--- config.mk ---
export PLATFORM = sky130hd
export DESIGN_NAME = dispatch_ctrl
export DESIGN_NICKNAME = d
export VERILOG_FILES = /design/src/rtl/dispatch_pkg.sv /design/src/rtl/credit_counter.sv /design/src/rtl/dispatch_ctrl.sv
export SDC_FILE = /design/constraint.sdc
export NUM_CORES = 1
export LEC_CHECK = 0
export ABC_AREA = 1
export CAP_MARGIN = 15
export CORE_MARGIN = 2
export CORE_UTILIZATION = 50
export DETAILED_ROUTE_END_ITERATION = 8
export DONT_BUFFER_PORTS = 1
export PLACE_DENSITY = 0.74
export SYNTH_ARGS = -nofsm -noshare
export SYNTH_HDL_FRONTEND = slang
export SYNTH_SLANG_ARGS = --single-unit
--- constraint.sdc ---
create_clock -name clk_in -period 2.4 [get_ports clk_in]
set_input_delay 0 -clock clk_in [delete_from_list [all_inputs] [get_ports clk_in]]
set_output_delay 0 -clock clk_in [all_outputs]
set_load 0.02 [all_outputs]
--- src/rtl/dispatch_pkg.sv ---
// Shared dispatch definitions: ROB sizing defaults, dispatch FSM states and
// the decoder op-class encodings used across the core.
package dispatch_pkg;

    localparam int unsigned ROB_WIDTH = 4;
    localparam int unsigned ROB_SIZE  = 1 << ROB_WIDTH;

    typedef enum logic {
        RUN   = 1'b0,
        FLUSH = 1'b1
    } disp_state_e;

    typedef enum logic [2:0] {
        OP_ALU    = 3'd0,
        OP_BRANCH = 3'd1,
        OP_LOAD   = 3'd2,
        OP_STORE  = 3'd3,
        OP_JUMP   = 3'd4,
        OP_SYS    = 3'd5
    } dec_op_e;

endpackage

--- src/rtl/credit_counter.sv ---
// Up/down occupancy counter with full flag.
//   clk_in, rst_in : clock, async active-low reset
//   en             : global enable, low holds the count
//   clr            : synchronous clear, wins over inc/dec
//   inc, dec       : one-entry allocate / release
//   count          : occupied entries (registered)
//   full_c         : count == MAX (combinational from count)
// A release at zero is dropped; simultaneous inc and dec cancel.
module credit_counter #(
    parameter int unsigned MAX = 8,
    parameter int unsigned CW  = $clog2(MAX) + 1
) (
    input  logic          clk_in,
    input  logic          rst_in,
    input  logic          en,
    input  logic          clr,
    input  logic          inc,
    input  logic          dec,
    output logic [CW-1:0] count,
    output logic          full_c
);

    logic dec_ok_c;

    assign dec_ok_c = dec && (count != '0);
    assign full_c   = (count == CW'(MAX));

    always_ff @(posedge clk_in or negedge rst_in) begin
        if (!rst_in) begin
            count <= '0;
        end else if (en) begin
            if (clr) begin
                count <= '0;
            end else if (inc && !dec_ok_c) begin
                count <= count + CW'(1);
            end else if (dec_ok_c && !inc) begin
                count <= count - CW'(1);
            end
        end
    end

endmodule

--- src/rtl/dispatch_ctrl.sv ---
// Dispatch controller: allocates ROB tags in order, tracks ROB/RS/LSB
// occupancy, handshakes decoded instructions into the back-end and
// sequences the flush after a mispredict clear.
//   clk_in, rst_in, rdy_in : clock, async active-low reset, global enable
//   clear                  : mispredict flush request
//   dec_valid/need_rs/lsb  : decoder request and its resource needs
//   dec_ready              : combinational accept
//   issue_valid/tag/rs/lsb : registered issue record, one cycle after accept
//   rob_commit, rs_release, lsb_release : back-end frees
//   rob_count/rs_count/lsb_count        : occupancy
//   flushing               : high while in FLUSH
// Optional macro DISPATCH_PERF_EN adds saturating perf_issued / perf_stall.
module dispatch_ctrl
    import dispatch_pkg::*;
#(
    parameter int unsigned ROB_WIDTH    = dispatch_pkg::ROB_WIDTH,
    parameter int unsigned ROB_SIZE     = dispatch_pkg::ROB_SIZE,
    parameter int unsigned RS_SIZE      = 8,
    parameter int unsigned LSB_SIZE     = 8,
    parameter int unsigned FLUSH_CYCLES = 2
) (
    input  logic                        clk_in,
    input  logic                        rst_in,
    input  logic                        rdy_in,
    input  logic                        clear,
    input  logic                        dec_valid,
    input  logic                        dec_need_rs,
    input  logic                        dec_need_lsb,
    output logic                        dec_ready,
    output logic                        issue_valid,
    output logic [ROB_WIDTH-1:0]        issue_tag,
    output logic                        issue_rs,
    output logic                        issue_lsb,
    input  logic                        rob_commit,
    input  logic                        rs_release,
    input  logic                        lsb_release,
    output logic [ROB_WIDTH:0]          rob_count,
    output logic [$clog2(RS_SIZE):0]    rs_count,
    output logic [$clog2(LSB_SIZE):0]   lsb_count,
    output logic                        flushing
`ifdef DISPATCH_PERF_EN
    ,
    output logic [31:0]                 perf_issued,
    output logic [31:0]                 perf_stall
`endif
);

    localparam int unsigned FCW = $clog2(FLUSH_CYCLES) + 1;

    disp_state_e          state;
    logic [FCW-1:0]       flush_cnt;
    logic [ROB_WIDTH-1:0] tail;
    logic                 in_run_c;
    logic                 fire_c;
    logic                 rob_full_c;
    logic                 rs_full_c;
    logic                 lsb_full_c;

    assign in_run_c  = (state == RUN);
    assign dec_ready = rdy_in && in_run_c && !clear && !rob_full_c
                    && (!dec_need_rs  || !rs_full_c)
                    && (!dec_need_lsb || !lsb_full_c);
    assign fire_c    = dec_valid && dec_ready;

    // Flush sequencer; a clear at any time (re)loads the countdown.
    always_ff @(posedge clk_in or negedge rst_in) begin
        if (!rst_in) begin
            state     <= RUN;
            flush_cnt <= '0;
            flushing  <= 1'b0;
        end else if (rdy_in) begin
            if (clear) begin
                state     <= FLUSH;
                flush_cnt <= FCW'(FLUSH_CYCLES - 1);
                flushing  <= 1'b1;
            end else if (state == FLUSH) begin
                if (flush_cnt == '0) begin
                    state    <= RUN;
                    flushing <= 1'b0;
                end else begin
                    flush_cnt <= flush_cnt - FCW'(1);
                end
            end
        end
    end

    // Tag allocation and the registered issue record.
    always_ff @(posedge clk_in or negedge rst_in) begin
        if (!rst_in) begin
            tail        <= '0;
            issue_valid <= 1'b0;
            issue_tag   <= '0;
            issue_rs    <= 1'b0;
            issue_lsb   <= 1'b0;
        end else if (rdy_in) begin
            if (clear) begin
                tail        <= '0;
                issue_valid <= 1'b0;
            end else begin
                issue_valid <= fire_c;
                if (fire_c) begin
                    issue_tag <= tail;
                    issue_rs  <= dec_need_rs;
                    issue_lsb <= dec_need_lsb;
                    tail      <= tail + ROB_WIDTH'(1);
                end
            end
        end
    end

    // Frees are only honoured in RUN; during FLUSH everything is being dropped.
    credit_counter #(.MAX(ROB_SIZE), .CW(ROB_WIDTH + 1)) u_rob_cnt (
        .clk_in (clk_in),
        .rst_in (rst_in),
        .en     (rdy_in),
        .clr    (clear),
        .inc    (fire_c),
        .dec    (rob_commit && in_run_c),
        .count  (rob_count),
        .full_c (rob_full_c)
    );

    credit_counter #(.MAX(RS_SIZE)) u_rs_cnt (
        .clk_in (clk_in),
        .rst_in (rst_in),
        .en     (rdy_in),
        .clr    (clear),
        .inc    (fire_c && dec_need_rs),
        .dec    (rs_release && in_run_c),
        .count  (rs_count),
        .full_c (rs_full_c)
    );

    credit_counter #(.MAX(LSB_SIZE)) u_lsb_cnt (
        .clk_in (clk_in),
        .rst_in (rst_in),
        .en     (rdy_in),
        .clr    (clear),
        .inc    (fire_c && dec_need_lsb),
        .dec    (lsb_release && in_run_c),
        .count  (lsb_count),
        .full_c (lsb_full_c)
    );

`ifdef DISPATCH_PERF_EN
    // Saturating performance counters; survive clear.
    always_ff @(posedge clk_in or negedge rst_in) begin
        if (!rst_in) begin
            perf_issued <= '0;
            perf_stall  <= '0;
        end else begin
            if (fire_c && (perf_issued != '1)) begin
                perf_issued <= perf_issued + 32'd1;
            end
            if (rdy_in && in_run_c && dec_valid && !dec_ready && (perf_stall != '1)) begin
                perf_stall <= perf_stall + 32'd1;
            end
        end
    end
`endif

endmodule

==> impl_metrics.env <==
export IMPL_status="completed"
export IMPL_fp_dieH_um=63.2
export IMPL_power_leakage_nw=1.10
export IMPL_post_cts_buffers=0
export IMPL_share_seq_of_total_power=0.336
export IMPL_worstRegToRegCells=14
export IMPL_synth_area_per_cell_um2=8.24
export IMPL_final_min_clock_period_ps=2220
export IMPL_critPathRequiredTime_ps=2640
export IMPL_rsz0062_at_grt="no"
export IMPL_top_usage_layer="met2"
export IMPL_die_area_um2=4000
export IMPL_post_synth_inst_count=213
export IMPL_floorplan_rows=21
export IMPL_ys_types=25
export IMPL_power_density_nw_per_um2=1090
export IMPL_gp_congestion=0.814
export IMPL_grt_util_met1=0.256
export IMPL_num_antenna_cells=0
export IMPL_global_route_usage_total=0.205
export IMPL_seq_area_frac_synth=0.399
export IMPL_timing_final_crit_share=0.927
export IMPL_power_frac_clock=0.141
export IMPL_internal_power_w=0.00124
export IMPL_post_route_cell_area_um2=2050
export IMPL_num_io_pins=32
export IMPL_timing_hold_worst_class="primary input to flop"
export IMPL_synth_net_count=236
export IMPL_ys_warnings_count=0
export IMPL_clock_latency_ps=340
export IMPL_detailed_router_s_first_iteration_violation_count=75
export IMPL_synth_cell_area_um2=1750
export IMPL_place_port_buffers=0
export IMPL_antenna_violating_nets_post_route=0
export IMPL_highest_delay_cell_along_the_critical_path="dfrtp_1"
export IMPL_n_fill_cell=317
export IMPL_power_frac_comb=0.523
export IMPL_antenna_found_initial=0
export IMPL_die_width_um=63.2
export IMPL_core_um2=3360
export IMPL_post_route_cells_drive_above_1_share=0.162
export IMPL_timing_critical_path_to_type="flop"
export IMPL_slew_viol_final=0
export IMPL_timing_critical_path_slowest_cell_delay_ps=410
export IMPL_detailroute_via_count=1448
export IMPL_finalWirelength_um=3780
export IMPL_cts_inserted_buffers=3
export IMPL_clock_sinks=28
export IMPL_route_detailed_drc=0
export IMPL_drtPass1Iterations=4
export IMPL_floorplan_initialDensity=0.522
export IMPL_crit_start_category="flop"
export IMPL_fin_worst_skew_ps=5.13
export IMPL_timing_final_hold_violations=0
export IMPL_power_switching_w=0.000998
export IMPL_detail_route_wl_per_cell_um=13.5
export IMPL_switching_share=0.446
export IMPL_timing_critical_path_arrival_ps=2470
export IMPL_grt_max_degree=29
export IMPL_tritoncts="yes"
export IMPL_groute_layer_met3_usage=0.0446
export IMPL_design_final_nets=258
export IMPL_max_cap_viols=0
export IMPL_grt_pass1_wl_um=6560
export IMPL_worst_hold_slack_ps=1.57
export IMPL_cts_root_buffer="clkbuf_4"
export IMPL_hold_depth=4
export IMPL_grt_pass1_vias=1505
export IMPL_ir_drop_mv=0.486
export IMPL_top_fanout_value_on_the_critical_path=6
export IMPL_synthToLayoutAreaGrowth_pct=16.8
export IMPL_setup_violations_final=0
export IMPL_timing_slew_headroom=0.599
export IMPL_worstSetupPathType="flop to flop"
export IMPL_tns_ps=0
export IMPL_routed_via_density=5.17
export IMPL_path_cells="buf_4, nor2_1, nand2_1, nand3_1, nand4_4, ha_1, a21oi_1, nand2_1, xor2_2, inv_1, nand2_1, nand2_1, nand2_1, nand2_1"
export IMPL_achievable_frequency_ghz=0.449
export IMPL_post_dp_area_um2=1890
export IMPL_cell_repeated_most_along_the_worst_path="nand2_1"
export IMPL_clockBufferDepth=2
export IMPL_tightest_slew_ps=600
export IMPL_place_hpwl_um=2790
export IMPL_htree_levels=1
export IMPL_grt_use_met2=0.350
export IMPL_clkSlewWorstSetupHoldPaths_ps=160
export IMPL_ys_ff_latch=28
export IMPL_global_route_overflow_total=0
## path summary, 6_finish.rpt
check	start	endpoint	slack, ps
setup / recovery	u_rs_cnt.count[3]	u_rs_cnt.count[3]	180
hold / removal	dec_valid	u_rob_cnt.count[4]	2
setup reg to reg	u_rs_cnt.count[3]	u_rs_cnt.count[3]	180
hold reg to reg	tail[0]	tail[0]	570
max in group asynchronous	rst_in	u_rob_cnt.count[4]	2170
min in group asynchronous	rst_in	u_lsb_cnt.count[3]	70
## cells in the final DEF (no fill, tap or decap), types with 2 or more instances in the layout
| cell | count |
|---|---|
| nand2_1 | 57 |
| nand3_1 | 30 |
| inv_1 | 27 |
| dfrtp_1 | 27 |
| buf_4 | 13 |
| nor2_1 | 10 |
| ha_1 | 9 |
| nand2_2 | 6 |
| o21ai_1 | 6 |
| xnor2_1 | 5 |
| dlygate4sd3_1 | 5 |
| o21ai_0 | 4 |
| a21oi_1 | 4 |
| xor2_1 | 4 |
| fa_1 | 3 |
| clkbuf_4 | 3 |
| inv_2 | 2 |
| nand2_4 | 2 |
| nand4_4 | 2 |
| o22ai_1 | 2 |
| a21oi_2 | 2 |
## cells in the mapped netlist (all sizes together)
cell type | count | area [µm²]
inv | 29 | 109
o21bai | 1 | 7.51
dfrtp | 28 | 701
o22ai | 2 | 12.5
nand4 | 3 | 48.8
ha | 10 | 125
buf | 3 | 17.5
nor2 | 12 | 63.8
xnor2 | 5 | 43.8
nand2 | 65 | 274
nand3 | 31 | 160
xor2 | 5 | 43.8
fa | 3 | 60.1
a21oi | 6 | 37.5
o21ai | 10 | 50.1
## flip-flops by register name, summed over array words and instances, names as in the netlist, 2 cells and up
signal           flops
u_rob_cnt.count      5
issue_tag            4
tail                 4
u_lsb_cnt.count      4
u_rs_cnt.count       4
flush_cnt            2
## stage by stage
step	std cells	setup WS, ps	utilization	total power (W)
2_1_floorplan	213	124	-	0.00159
3_3_place_gp	269	247	0.563	0.00183
3_5_place_dp	269	199	0.563	0.00188
4_1_cts	280	130	0.602	0.00222
5_1_grt	280	7.38	0.609	0.00244
6_report	280	175	0.609	0.00224
## final cells by class
type	instances	area, µm²	share of cell area
multi-input cells	153	947	0.462
flip-flops and latches	28	702	0.343
repair buffers	20	180	0.0880
inverters	29	109	0.0531
well taps	46	57.6	0.0281
clock inverters	1	30.0	0.0147
clock buffers	3	22.5	0.0110
## cells by family after synthesis
group / Yosys count / share of synthesized area
and+or+nand+nor: 111 / 0.312
buffers and inverters: 32 / 0.0720
DFF: 28 / 0.399
AOI/OAI and AO/OA: 19 / 0.0613
adders and majority gates: 13 / 0.106
xor gates and xnor gates: 10 / 0.0499
## routing by layer
layer	up-vias	wire [µm]
li1	722	-
met1	682	1680
met2	37	1810
met3	7	229
met4	0	56
met5	-	0
## worst max-delay path, delay by kind of cell, from the launching register on
kind	cells	cell delay [ps]
and+or+nand+nor	9	800
DFF	1	410
adders and majority gates	1	360
buffers and inverters	2	220
AOI/OAI and AO/OA	1	170
xor gates and xnor gates	1	160
## power by group through the flow
| stage | registers, W | clock network [W] | logic [W] |
|---|---|---|---|
| 6_report | 0.000752 | 0.000315 | 0.00117 |
| 5_1_grt | 0.000773 | 0.000336 | 0.00133 |
| 4_1_cts | 0.000751 | 0.000321 | 0.00115 |
| 3_5_place_dp | 0.000762 | 0 | 0.00112 |
| 3_3_place_gp | 0.000759 | 0 | 0.00107 |
| 2_1_floorplan | 0.000872 | 0 | 0.000717 |
## repair_timing
| item | in CTS | in global routing |
|---|---|---|
| endpoints found under the hold margin | 55 | 0 |
| resized for setup | 0 | 4 |
| setup endpoints to repair | 0 | 3 |
| hold buffers | 7 | 0 |
(Power assumes the default switching activity.)
